<file path="config.mk">
export PLATFORM = sky130hd
export DESIGN_NAME = fetch
export DESIGN_NICKNAME = d
export VERILOG_FILES = /design/src/rtl/riscv_defines.sv /design/src/rtl/fetch.sv
export SDC_FILE = /design/constraint.sdc
export NUM_CORES = 1
export LEC_CHECK = 0
export CAP_MARGIN = 20
export CORE_UTILIZATION = 30
export DETAILED_ROUTE_END_ITERATION = 12
export GPL_ROUTABILITY_DRIVEN = 0
export SKIP_CTS_REPAIR_TIMING = 1
export SLEW_MARGIN = 15
export SYNTH_ARGS = -nofsm -noshare
export SYNTH_HDL_FRONTEND = slang
export SYNTH_SLANG_ARGS = --single-unit
</file>
<file path="constraint.sdc">
create_clock -name clk_i -period 6.31 [get_ports clk_i]
set_input_delay 1.5775 -clock clk_i [delete_from_list [all_inputs] [get_ports clk_i]]
set_output_delay 1.5775 -clock clk_i [all_outputs]
set_load 0.005 [all_outputs]
</file>
<file path="src/rtl/riscv_defines.sv">
// Shared RISC-V front-end definitions: fetch FSM states and the bubble encoding.
package riscv_defines;

    typedef enum logic [1:0] {
        S_REQ  = 2'd0,
        S_WAIT = 2'd1,
        S_HOLD = 2'd2
    } fetch_state_t;

    // addi x0,x0,0
    localparam logic [31:0] NOP_ENCODING = 32'h0000_0013;

endpackage

</file>
<file path="src/rtl/fetch.sv">
// Instruction fetch stage: one outstanding imem request, one-entry response buffer, IF/ID register.
// Optional FETCH_MISALIGN_CHECK_EN: misaligned redirects raise fetch_fault_o and halt requests.
module fetch
    import riscv_defines::*;
#(
    parameter logic [31:0] RESET_PC  = 32'h0000_0000,
    parameter logic [31:0] NOP_INSTR = NOP_ENCODING
) (
    input  logic        clk_i,
    input  logic        rst_i,
    output logic        imem_req_o,
    output logic [31:0] imem_addr_o,
    input  logic        imem_gnt_i,
    input  logic        imem_rvalid_i,
    input  logic [31:0] imem_rdata_i,
    input  logic        redirect_i,
    input  logic [31:0] redirect_pc_i,
    input  logic        stall_i,
    input  logic        flush_i,
    output logic [31:0] instr_o,
    output logic [31:0] pc_o,
    output logic        instr_valid_o,
    output logic        fetch_fault_o
);

    fetch_state_t state_q;
    logic [31:0]  fetch_pc_q;
    logic [31:0]  req_pc_q;
    logic         kill_q;
    logic [31:0]  buf_instr_q;
    logic [31:0]  buf_pc_q;
    logic [31:0]  instr_q, instr_d;
    logic [31:0]  pc_q, pc_d;
    logic         valid_q, valid_d;
    logic         fault_q;

    logic         redirect_ok;
    logic [31:0]  redirect_target;
    logic         granted;

`ifdef FETCH_MISALIGN_CHECK_EN
    assign redirect_ok     = (redirect_pc_i[1:0] == 2'b00);
    assign redirect_target = redirect_pc_i;
`else
    logic unused_redirect_lsbs;
    assign unused_redirect_lsbs = ^redirect_pc_i[1:0];
    assign redirect_ok          = 1'b1;
    assign redirect_target      = {redirect_pc_i[31:2], 2'b00};
`endif

    assign imem_req_o    = (state_q == S_REQ) && !fault_q;
    assign imem_addr_o   = fetch_pc_q;
    assign granted       = imem_req_o && imem_gnt_i;

    assign instr_o       = instr_q;
    assign pc_o          = pc_q;
    assign instr_valid_o = valid_q;
    assign fetch_fault_o = fault_q;

    // A redirect in the same cycle as a response also kills it, since that word is from the old stream.
    always_comb begin
        instr_d = instr_q;
        pc_d    = pc_q;
        valid_d = valid_q;
        if (flush_i) begin
            instr_d = NOP_INSTR;
            pc_d    = 32'h0;
            valid_d = 1'b0;
        end else if (!stall_i) begin
            instr_d = NOP_INSTR;
            valid_d = 1'b0;
            if (state_q == S_WAIT && imem_rvalid_i && !kill_q && !redirect_i) begin
                instr_d = imem_rdata_i;
                pc_d    = req_pc_q;
                valid_d = 1'b1;
            end else if (state_q == S_HOLD && !redirect_i) begin
                instr_d = buf_instr_q;
                pc_d    = buf_pc_q;
                valid_d = 1'b1;
            end
        end
    end

    always_ff @(posedge clk_i or posedge rst_i) begin
        if (rst_i) begin
            state_q     <= S_REQ;
            fetch_pc_q  <= RESET_PC;
            req_pc_q    <= 32'h0;
            kill_q      <= 1'b0;
            buf_instr_q <= 32'h0;
            buf_pc_q    <= 32'h0;
            instr_q     <= NOP_INSTR;
            pc_q        <= 32'h0;
            valid_q     <= 1'b0;
            fault_q     <= 1'b0;
        end else begin
            instr_q <= instr_d;
            pc_q    <= pc_d;
            valid_q <= valid_d;

            case (state_q)
                S_REQ: begin
                    if (granted) begin
                        req_pc_q <= fetch_pc_q;
                        kill_q   <= redirect_i;
                        state_q  <= S_WAIT;
                    end
                end
                S_WAIT: begin
                    if (imem_rvalid_i) begin
                        kill_q <= 1'b0;
                        if (kill_q || redirect_i || !stall_i) begin
                            state_q <= S_REQ;
                        end else begin
                            buf_instr_q <= imem_rdata_i;
                            buf_pc_q    <= req_pc_q;
                            state_q     <= S_HOLD;
                        end
                    end else if (redirect_i) begin
                        kill_q <= 1'b1;
                    end
                end
                S_HOLD: begin
                    if (redirect_i || !stall_i) begin
                        state_q <= S_REQ;
                    end
                end
                default: state_q <= S_REQ;
            endcase

            // A rejected (misaligned) redirect keeps the old fetch_pc and latches the fault.
            if (redirect_i) begin
                if (redirect_ok) begin
                    fetch_pc_q <= redirect_target;
                    fault_q    <= 1'b0;
                end else begin
                    fault_q    <= 1'b1;
                end
            end else if (granted) begin
                fetch_pc_q <= fetch_pc_q + 32'd4;
            end
        end
    end

endmodule

</file>
After elaboration in Yosys (flattened, before gate mapping)
Index checks and enable logic that the tools add are counted.
Widths: inputs -> output; s select.
Cells by class
  reductions and logical operators: 20
  $add $sub $neg: 1
  mux-type cells: 23
  bitwise logic cells: 1
  eq/ne operators: 7
Operator list (number)
  $mux 32: 10
  $add 32x3->32 const B: 1
  $reduce_and 3->1: 3
  $mux 2: 4
  $mux 1: 7
  $pmux 2 s3: 1
  $logic_and 1x1->1: 5
  $ne 2x1->1 const B: 2
  $ne 2x2->1 const B: 2
  $reduce_and 2->1: 2
  $reduce_bool 2->1: 2
  $logic_not 1->1: 3
  $logic_or 1x1->1: 3
  $ne 3x3->1 const B: 1
  $reduce_bool 3->1: 1
  $eq 2x1->1 const B: 1
  $eq 2x2->1 const B: 1
  $logic_not 2->1: 1
  $pmux 1 s2: 1
  $not 1->1: 1
Storage, ports and cells
  register bits after elaboration: 196
  input port bits: 71

Depth between registers and ports, before layout
Gate-level depths: netlist (run 1).
  word-level depth: 7
  mapped depth: 7
  depth with buffers taken out: 6

Worst setup path after synthesis (run 1)
No wires, ideal clock.
  path kind: input-to-reg
  from: input imem_gnt_i
  to: register fetch_pc_q[25] (netlist: imem_addr_o[25])
  setup slack: 3.141 ns
  arrival time: 3.045 ns
  stages on the path: 6
  library setup time: 0.125 ns
  required time: 6.185 ns
  cell sequence: or3b_1 > buf_2 > nor4_4 > nand4_1 > xnor2_1 > mux2_2
Between the ends
  word-level cells in the longest chain between the ends: 2
Ends and longest elaborated chain
  from (decl): RTL line fetch.sv:13  | input logic imem_gnt_i,
  $logic_and 1x1->1: RTL line fetch.sv:53  | assign granted = imem_req_o && imem_gnt_i;
  $reduce_bool 2->1 (no line)
  to (signal assigned): RTL line fetch.sv:134  | fetch_pc_q <= redirect_target;
  to (signal assigned): RTL line fetch.sv:140  | fetch_pc_q <= fetch_pc_q + 32'd4;
  to (decl): RTL line fetch.sv:27  | logic [31:0] fetch_pc_q;
No other way between the ends.
A chain may end at the register's enable or synchronous reset.

Worst setup path in the final report (run 1)
Ends and elaborated chain as after synthesis.

==> metrics.txt, run 1 <==
post-layout power=3.31 mW; Switching Fraction=0.291; async set-reset flop share out of synthesis=1.00; NumNets Final=939; core area=26900 um^2; Sequential Power Share=0.496; critical path endpoint category=register; unrepaired setup endpoints after global routing=no; Cell Pwr Density=308 nW/um^2; Fin Hold WS=490 ps; most frequent cells in the layout=dfrtp_1, clkdlybuf4s50_1, nand2_1; adder-cell share of the synthesized area=0.00153; RR Endpoint=imem_addr_o[30]; FP Rows=60; commonest non-fill, non-tap cell in the layout=dfrtp_1; Worst R2R Start=imem_addr_o[2]; share of layout cells above drive strength 1=0.136; drt initial violations=282; Place WS=2320 ps; Tcrit/Tclk final=0.567; Die W=167 um; YS warnings=0; number of max-cap violations=0; number of flops mapped to enable cells by yosys=0; CTS clk-pin slew, worst paths=80 ps; Die H=167 um; clk buf depth=2; CP arrival=3900 ps; final hold violations=0; Switch Pwr=0.965 mW; simple-gate portion of the synthesized area=0.147; PortBufs=164; worst vdd ir=0.156 mV; Non-Filler Instances=1221; initial antenna violation count=0; static leakage=4.55 nW; Initial DRT Pass Iterations=6; depth of the CTS H-tree=4; grt total ovfl=0; cell area after synthesis=8190 um^2; XOR/XNOR Fraction of Synth Area=0.0278; Int Pwr=2.35 mW; synthesized area per cell=11.4 um^2; Worst Hold End=pc_o[26]; # DRC=0; Initial Utilization=0.305; R2R setup slack=3770 ps; min Tclk post-route=3580 ps; Synth Register Bits=189; sequential element share of the synthesized area=0.578; DRT antenna net count=0; worst slew pin tran=962 ps; vias in the first global route=6187; Main synth FF type=dfrtp_1; Critical Path RT=6630 ps; R2R cell count=6; CTS sink cnt=189; crit path max fanout=8; CTS tree=done; startpoint types=input port; Setup violations, final=0; Worst slew margin=0.359; gr usage total=0.158; largest net degree at the start of global routing=76; largest family of logic cells by synthesized area=simple AND/OR/NAND/NOR gates; TritonCTS Buffers=17; hold path startpoint=pc_o[26]; Hold Path Class=register to register; DP Cell Count=1189; Max Fclk=279 MHz; num ports=170; n_diodes=0; Hold Path Stages=1; Synth-to-Final Area Change=31.4%; Detail Placement HPWL=13.3 mm; DP Area=10200 um^2; final setup TNS=0 ps; clock power share=0.327; Final Max Slew Viols=0; synth unique cells=42; first-pass GRT wire length=34.8 mm; CTS root buf=clkbuf_16; clk_lat worst skew=430 ps; status=finished clean; skew final=12.0 ps; post-synthesis mux area share=0.126; Synth Area in Compound Gates=0.0925; critical path class=input port to register; routed len/inst=17.4 um; Core Util, Final=0.401; routed wire length=21.2 mm; setup ws final=2730 ps; Comb pwr share=0.177; vias post-DR=6032; cells after synthesis=721; vias per cell=4.94; die area=28000 um^2; Final Cell Area=10800 um^2
-- routing by layer --
| layer | routed length (um) | share of wire | vias up | track usage |
|---|---|---|---|---|
| li1 | - | - | 2837 | - |
| met1 | 10200 | 0.48 | 3029 | 0.219 |
| met2 | 9660 | 0.46 | 150 | 0.247 |
| met3 | 1150 | 0.054 | 16 | 0.0404 |
| met4 | 195 | 0.0092 | 0 | 0.0383 |
| met5 | 0 | 0 | - | 0 |
-- cell usage after synthesis, types with 4 or more instances --
library cell    n  area share
a221oi_1       29       0.031
xor2_1         20       0.021
nand3_1        12      0.0073
o2bb2ai_1      30       0.032
nand2_1       129       0.059
dfrtp_1       186        0.57
mux2i_1        31       0.038
mux2_2         64       0.088
nor2_1         17      0.0078
nor3_1         35       0.021
nor2b_1        30       0.023
or3_1           4      0.0031
clkbuf_1       39       0.018
buf_4           4      0.0037
buf_2           6      0.0037
o21ai_1         5      0.0031
xnor2_1         6      0.0064
nand4_1        11      0.0084
o21ai_0        24       0.015
-- power by group through the flow --
stage          combinational, mW  sequential (mW)  clock [mW]
6_report                   0.588             1.64        1.08
5_1_grt                    0.659             1.68        1.17
4_1_cts                    0.602             1.64        1.12
3_5_place_dp               0.599             1.67           0
3_3_place_gp               0.587             1.65           0
2_1_floorplan              0.391             1.63           0
-- kinds of logic after synthesis --
group	after synthesis
XOR/XNOR	26
flip-flops	189
buffers and inverters	54
multiplexers	95
other	1
adder cells (fa/ha/maj)	1
AND/OR/NAND/NOR	253
AO/OA/AOI/OAI	102
-- area by class of cell --
class                      count  area, um^2
clock buffer                  17         425
timing repair buffer         176        1730
fill                        2638       16100
inverter                       3        15.0
tap                          341         427
multi-input combinational    480        3260
sequential                   189        4730
clock inverter                15         174
-- critical path, stage by stage --
cell and delay [ps]:
clkdlybuf4s50_1 570, or3b_1 460, nor4_4 590, nand4_1 240, xnor2_1 180, mux2_2 270
-- worst max path at each step --
stage	start	end	cells past startpoint
after floorplan	rst_i	buf_instr_q[0]	1
after global placement	imem_gnt_i	imem_addr_o[25]	6
after detailed placement	imem_gnt_i	imem_addr_o[25]	6
after CTS	imem_gnt_i	imem_addr_o[25]	6
after global routing	imem_gnt_i	imem_addr_o[30]	6
final	imem_gnt_i	imem_addr_o[25]	6
-- registers in the layout, summed over array words and instances (netlist names) --
| name | cells |
|---|---|
| buf_instr_q | 32 |
| instr_o | 32 |
| pc_o | 31 |
| buf_pc_q | 30 |
| imem_addr_o | 30 |
| req_pc_q | 30 |
| state_q | 2 |
| instr_valid_o | 1 |
| kill_q | 1 |
(Power assumes the default switching activity.)
==> run 2: changes to the inputs <==
==> constraint.sdc (replaced) <==
create_clock -name clk_i -period 3 [get_ports clk_i]
set_input_delay 0.75 -clock clk_i [delete_from_list [all_inputs] [get_ports clk_i]]
set_output_delay 0.75 -clock clk_i [all_outputs]
set_load 0.005 [all_outputs]
==> metrics.txt, run 2 (synthesis gave the netlist of run 1 again) <==
vias post-DR=5917; Worst slew margin=0.440; first-pass GRT wire length=33.9 mm; CTS sink cnt=189; CTS root buf=clkbuf_16; Hold Path Stages=1; CTS tree=done; die area=28000 um^2; clock power share=0.329; worst vdd ir=0.274 mV; # DRC=0; number of max-cap violations=0; num ports=170; Non-Filler Instances=1229; Worst Hold End=pc_o[4]; post-layout power=7.02 mW; worst slew pin tran=839 ps; Synth-to-Final Area Change=32.9%; drt initial violations=336; min Tclk post-route=2440 ps; Initial Utilization=0.305; Switch Pwr=2.05 mW; Die H=167 um; Sequential Power Share=0.493; final setup TNS=0 ps; vias in the first global route=6004; DRT antenna net count=0; Final Max Slew Viols=0; routed len/inst=17.2 um; Cell Pwr Density=645 nW/um^2; Core Util, Final=0.405; largest net degree at the start of global routing=127; critical path endpoint category=register; CP arrival=2740 ps; final hold violations=0; RR Endpoint=imem_addr_o[30]; DP Cell Count=1197; Switching Fraction=0.292; Initial DRT Pass Iterations=4; clk buf depth=2; grt total ovfl=0; skew final=18.8 ps; FP Rows=60; R2R setup slack=920 ps; NumNets Final=947; gr usage total=0.155; Int Pwr=4.97 mW; Setup violations, final=0; crit path max fanout=7; CTS clk-pin slew, worst paths=80 ps; Tcrit/Tclk final=0.812; routed wire length=21.1 mm; commonest non-fill, non-tap cell in the layout=dfrtp_1; Die W=167 um; PortBufs=164; unrepaired setup endpoints after global routing=no; Worst R2R Start=imem_addr_o[2]; Detail Placement HPWL=13.5 mm; depth of the CTS H-tree=4; TritonCTS Buffers=17; Max Fclk=410 MHz; Fin Hold WS=489 ps; Critical Path RT=3300 ps; n_diodes=0; Filler Cell Count=2606; Hold Path Class=register to register; static leakage=4.61 nW; startpoint types=input port; core area=26900 um^2; initial antenna violation count=0; clk_lat worst skew=440 ps; critical path class=input port to register; share of layout cells above drive strength 1=0.144; status=finished clean; most frequent cells in the layout=dfrtp_1, clkdlybuf4s50_1, nand2_1; vias per cell=4.81; Comb pwr share=0.178; hold path startpoint=pc_o[4]; R2R cell count=7
-- run 2: cell count changes in the layout (fill, tap and decap cells not counted), sizes merged --
cell,before,now
inv,8,9
buf,14,22
clkinvlp,3,2
-- run 2: cell type report --
| type | count | area, um^2 | area share |
|---|---|---|---|
| clock buffers | 17 | 425 | 0.0391 |
| clock inverters | 15 | 185 | 0.0170 |
| inverters | 3 | 15.0 | 0.00138 |
| multi-input cells | 480 | 3260 | 0.299 |
| flip-flops and latches | 189 | 4730 | 0.435 |
| well taps | 341 | 427 | 0.0392 |
| repair buffers | 184 | 1840 | 0.169 |
-- run 2: power groups by stage --
stage | combinational, mW | sequential [mW] | clock [mW]
4_1_cts | 1.28 | 3.46 | 2.40
3_5_place_dp | 1.27 | 3.51 | 0
5_1_grt | 1.40 | 3.54 | 2.49
3_3_place_gp | 1.25 | 3.48 | 0
6_report | 1.25 | 3.46 | 2.31
2_1_floorplan | 0.823 | 3.42 | 0
-- run 2: worst max path at each step --
| stage | from | endpoint | slack, ps | depth (start not counted) |
|---|---|---|---|---|
| 2_1_floorplan | rst_i | buf_instr_q[0] | -180 | 1 |
| 3_3_place_gp | imem_gnt_i | imem_addr_o[29] | 130 | 7 |
| 3_5_place_dp | imem_gnt_i | imem_addr_o[29] | 120 | 7 |
| 4_1_cts | imem_gnt_i | imem_addr_o[29] | 570 | 7 |
| 5_1_grt | imem_gnt_i | imem_addr_o[23] | 470 | 7 |
| 6_report | imem_gnt_i | imem_addr_o[29] | 560 | 7 |
-- run 2: stage by stage --
stage / instance area, um^2 / setup slack, ps
floorplan: 8210 / -182
global placement: 10300 / 131
detailed placement: 10300 / 121
CTS: 10900 / 570
global route: 10900 / 469
finish: 10900 / 564
-- run 2: layer usage --
layer	part of all wire	vias up	track usage	wire length (um)
met3	0.062	7	0.0440	1320
met2	0.44	164	0.233	9220
met1	0.49	2899	0.220	10400
met4	0.0061	0	0.0331	129
met5	0	-	0	0
li1	-	2847	-	-
-- run 2: worst max-delay path, stage by stage --
cell and delay (ps):
clkdlybuf4s50_1 550, or3b_1 510, nor4_4 350, buf_4 210, nand4b_1 120, xor2_1 180
o21ai_1 70
==> run 3: changes to the inputs <==
==> constraint.sdc (replaced) <==
create_clock -name clk_i -period 2.4 [get_ports clk_i]
set_input_delay 0.6 -clock clk_i [delete_from_list [all_inputs] [get_ports clk_i]]
set_output_delay 0.6 -clock clk_i [all_outputs]
set_load 0.005 [all_outputs]
==> metrics.txt, run 3 (synthesis gave the netlist of run 1 again) <==
first-pass GRT wire length=34.3 mm; skew final=10.7 ps; Tcrit/Tclk final=0.941; worst slew pin tran=594 ps; CTS clk-pin slew, worst paths=70 ps; die area=28000 um^2; FP Rows=60; Die H=167 um; commonest non-fill, non-tap cell in the layout=dfrtp_1; Final Max Slew Viols=0; vias in the first global route=6008; PortBufs=164; worst vdd ir=0.472 mV; initial antenna violation count=0; CTS root buf=clkbuf_16; final hold violations=0; num ports=170; Max Fclk=443 MHz; DRT antenna net count=0; critical path depth in cells=3; CP max stage delay=560 ps; Synth-to-Final Area Change=36.3%; Filler Cell Count=2603; CP arrival=1660 ps; share of layout cells above drive strength 1=0.168; critical path endpoint category=output pin; Hold Path Class=input port to asynchronous set/reset pin; unrepaired setup endpoints after global routing=no; Setup violations, final=0; Top delay family on crit path=buffers and inverters; most frequent cells in the layout=dfrtp_1, clkdlybuf4s50_1, nand2_1; drt initial violations=406; Worst slew margin=0.604; crit path max fanout=7; slowest stage cell on the critical path=clkdlybuf4s50_1; largest net degree at the start of global routing=67; area of the multi-input gates=3260 um^2; Initial DRT Pass Iterations=5; TritonCTS Buffers=17; core area=26900 um^2; NumNets Final=972; Storage cell area=4730 um^2; routed len/inst=17.1 um; post-layout power=9.00 mW; Initial Utilization=0.305; # DRC=0; Buf/Inv on CP=2; R2R cell count=7; n_diodes=0; startpoint types=register; grt total ovfl=0; status=finished clean; CTS tree=done; CP cell instances=buf_4 > nor2_1 > clkdlybuf4s50_1; Detail Placement HPWL=14.3 mm; min Tclk post-route=2260 ps; Die W=167 um; Critical Path RT=1800 ps; clk buf depth=2; routed wire length=21.4 mm; critical path class=register to output pin; vias per cell=4.84; Cell Pwr Density=806 nW/um^2; number of max-cap violations=0; gr usage total=0.157; final setup TNS=0 ps; depth of the CTS H-tree=4; static leakage=4.78 nW; clk_lat worst skew=440 ps; CTS sink cnt=189; vias post-DR=6075
[run 3: cell types whose count changed in the layout (fill, tap and decap cells not counted), sizes merged]
cell      before  now
clkinv         7    6
clkinvlp       2    1
bufinv         0    2
buf           22   47
[run 3: through the flow]
stage	cells	util	worst slack, ps	cell area (um^2)	hold slack (ps)
final	1254	0.416	141	11200	454
after global routing	1254	0.416	40.1	11200	449
after CTS	1254	0.416	96.2	11200	446
after detailed placement	1222	0.392	-243	10500	473
after global placement	1222	0.392	-237	10500	474
after floorplan	723	-	-632	8210	463
[run 3: power breakdown]
group / internal, mW / switching, mW
Combinational: 0.939 / 0.692
Sequential: 3.89 / 0.428
Clock: 1.62 / 1.43
[run 3: metal layers]
layer  part of all wire  vias to the layer above  global-route usage
li1                   -                     2901                   -
met1               0.49                     2990               0.230
met2               0.44                      167               0.232
met3              0.055                       17              0.0418
met4             0.0085                        0              0.0343
met5                  0                        -                   0
[run 3: layout make-up]
| class | count | area share |
|---|---|---|
| clock inverters | 15 | 0.0196 |
| inverters | 3 | 0.00134 |
| repair buffers | 209 | 0.187 |
| well taps | 341 | 0.0382 |
| multi-input cells | 480 | 0.292 |
| clock buffers | 17 | 0.0381 |
| flip-flops and latches | 189 | 0.424 |
[run 3: worst paths after layout]
kind,startpoint,endpoint,slack (ps)
worst max-delay path,state_q[1],imem_req_o,140
worst min-delay path,rst_i,pc_o[9],450
worst max register to register,state_q[0],imem_addr_o[7],380
worst min register to register,pc_o[11],pc_o[11],490
max in group asynchronous,rst_i,instr_o[4],1330
min in group clk_i,redirect_i,kill_q,470
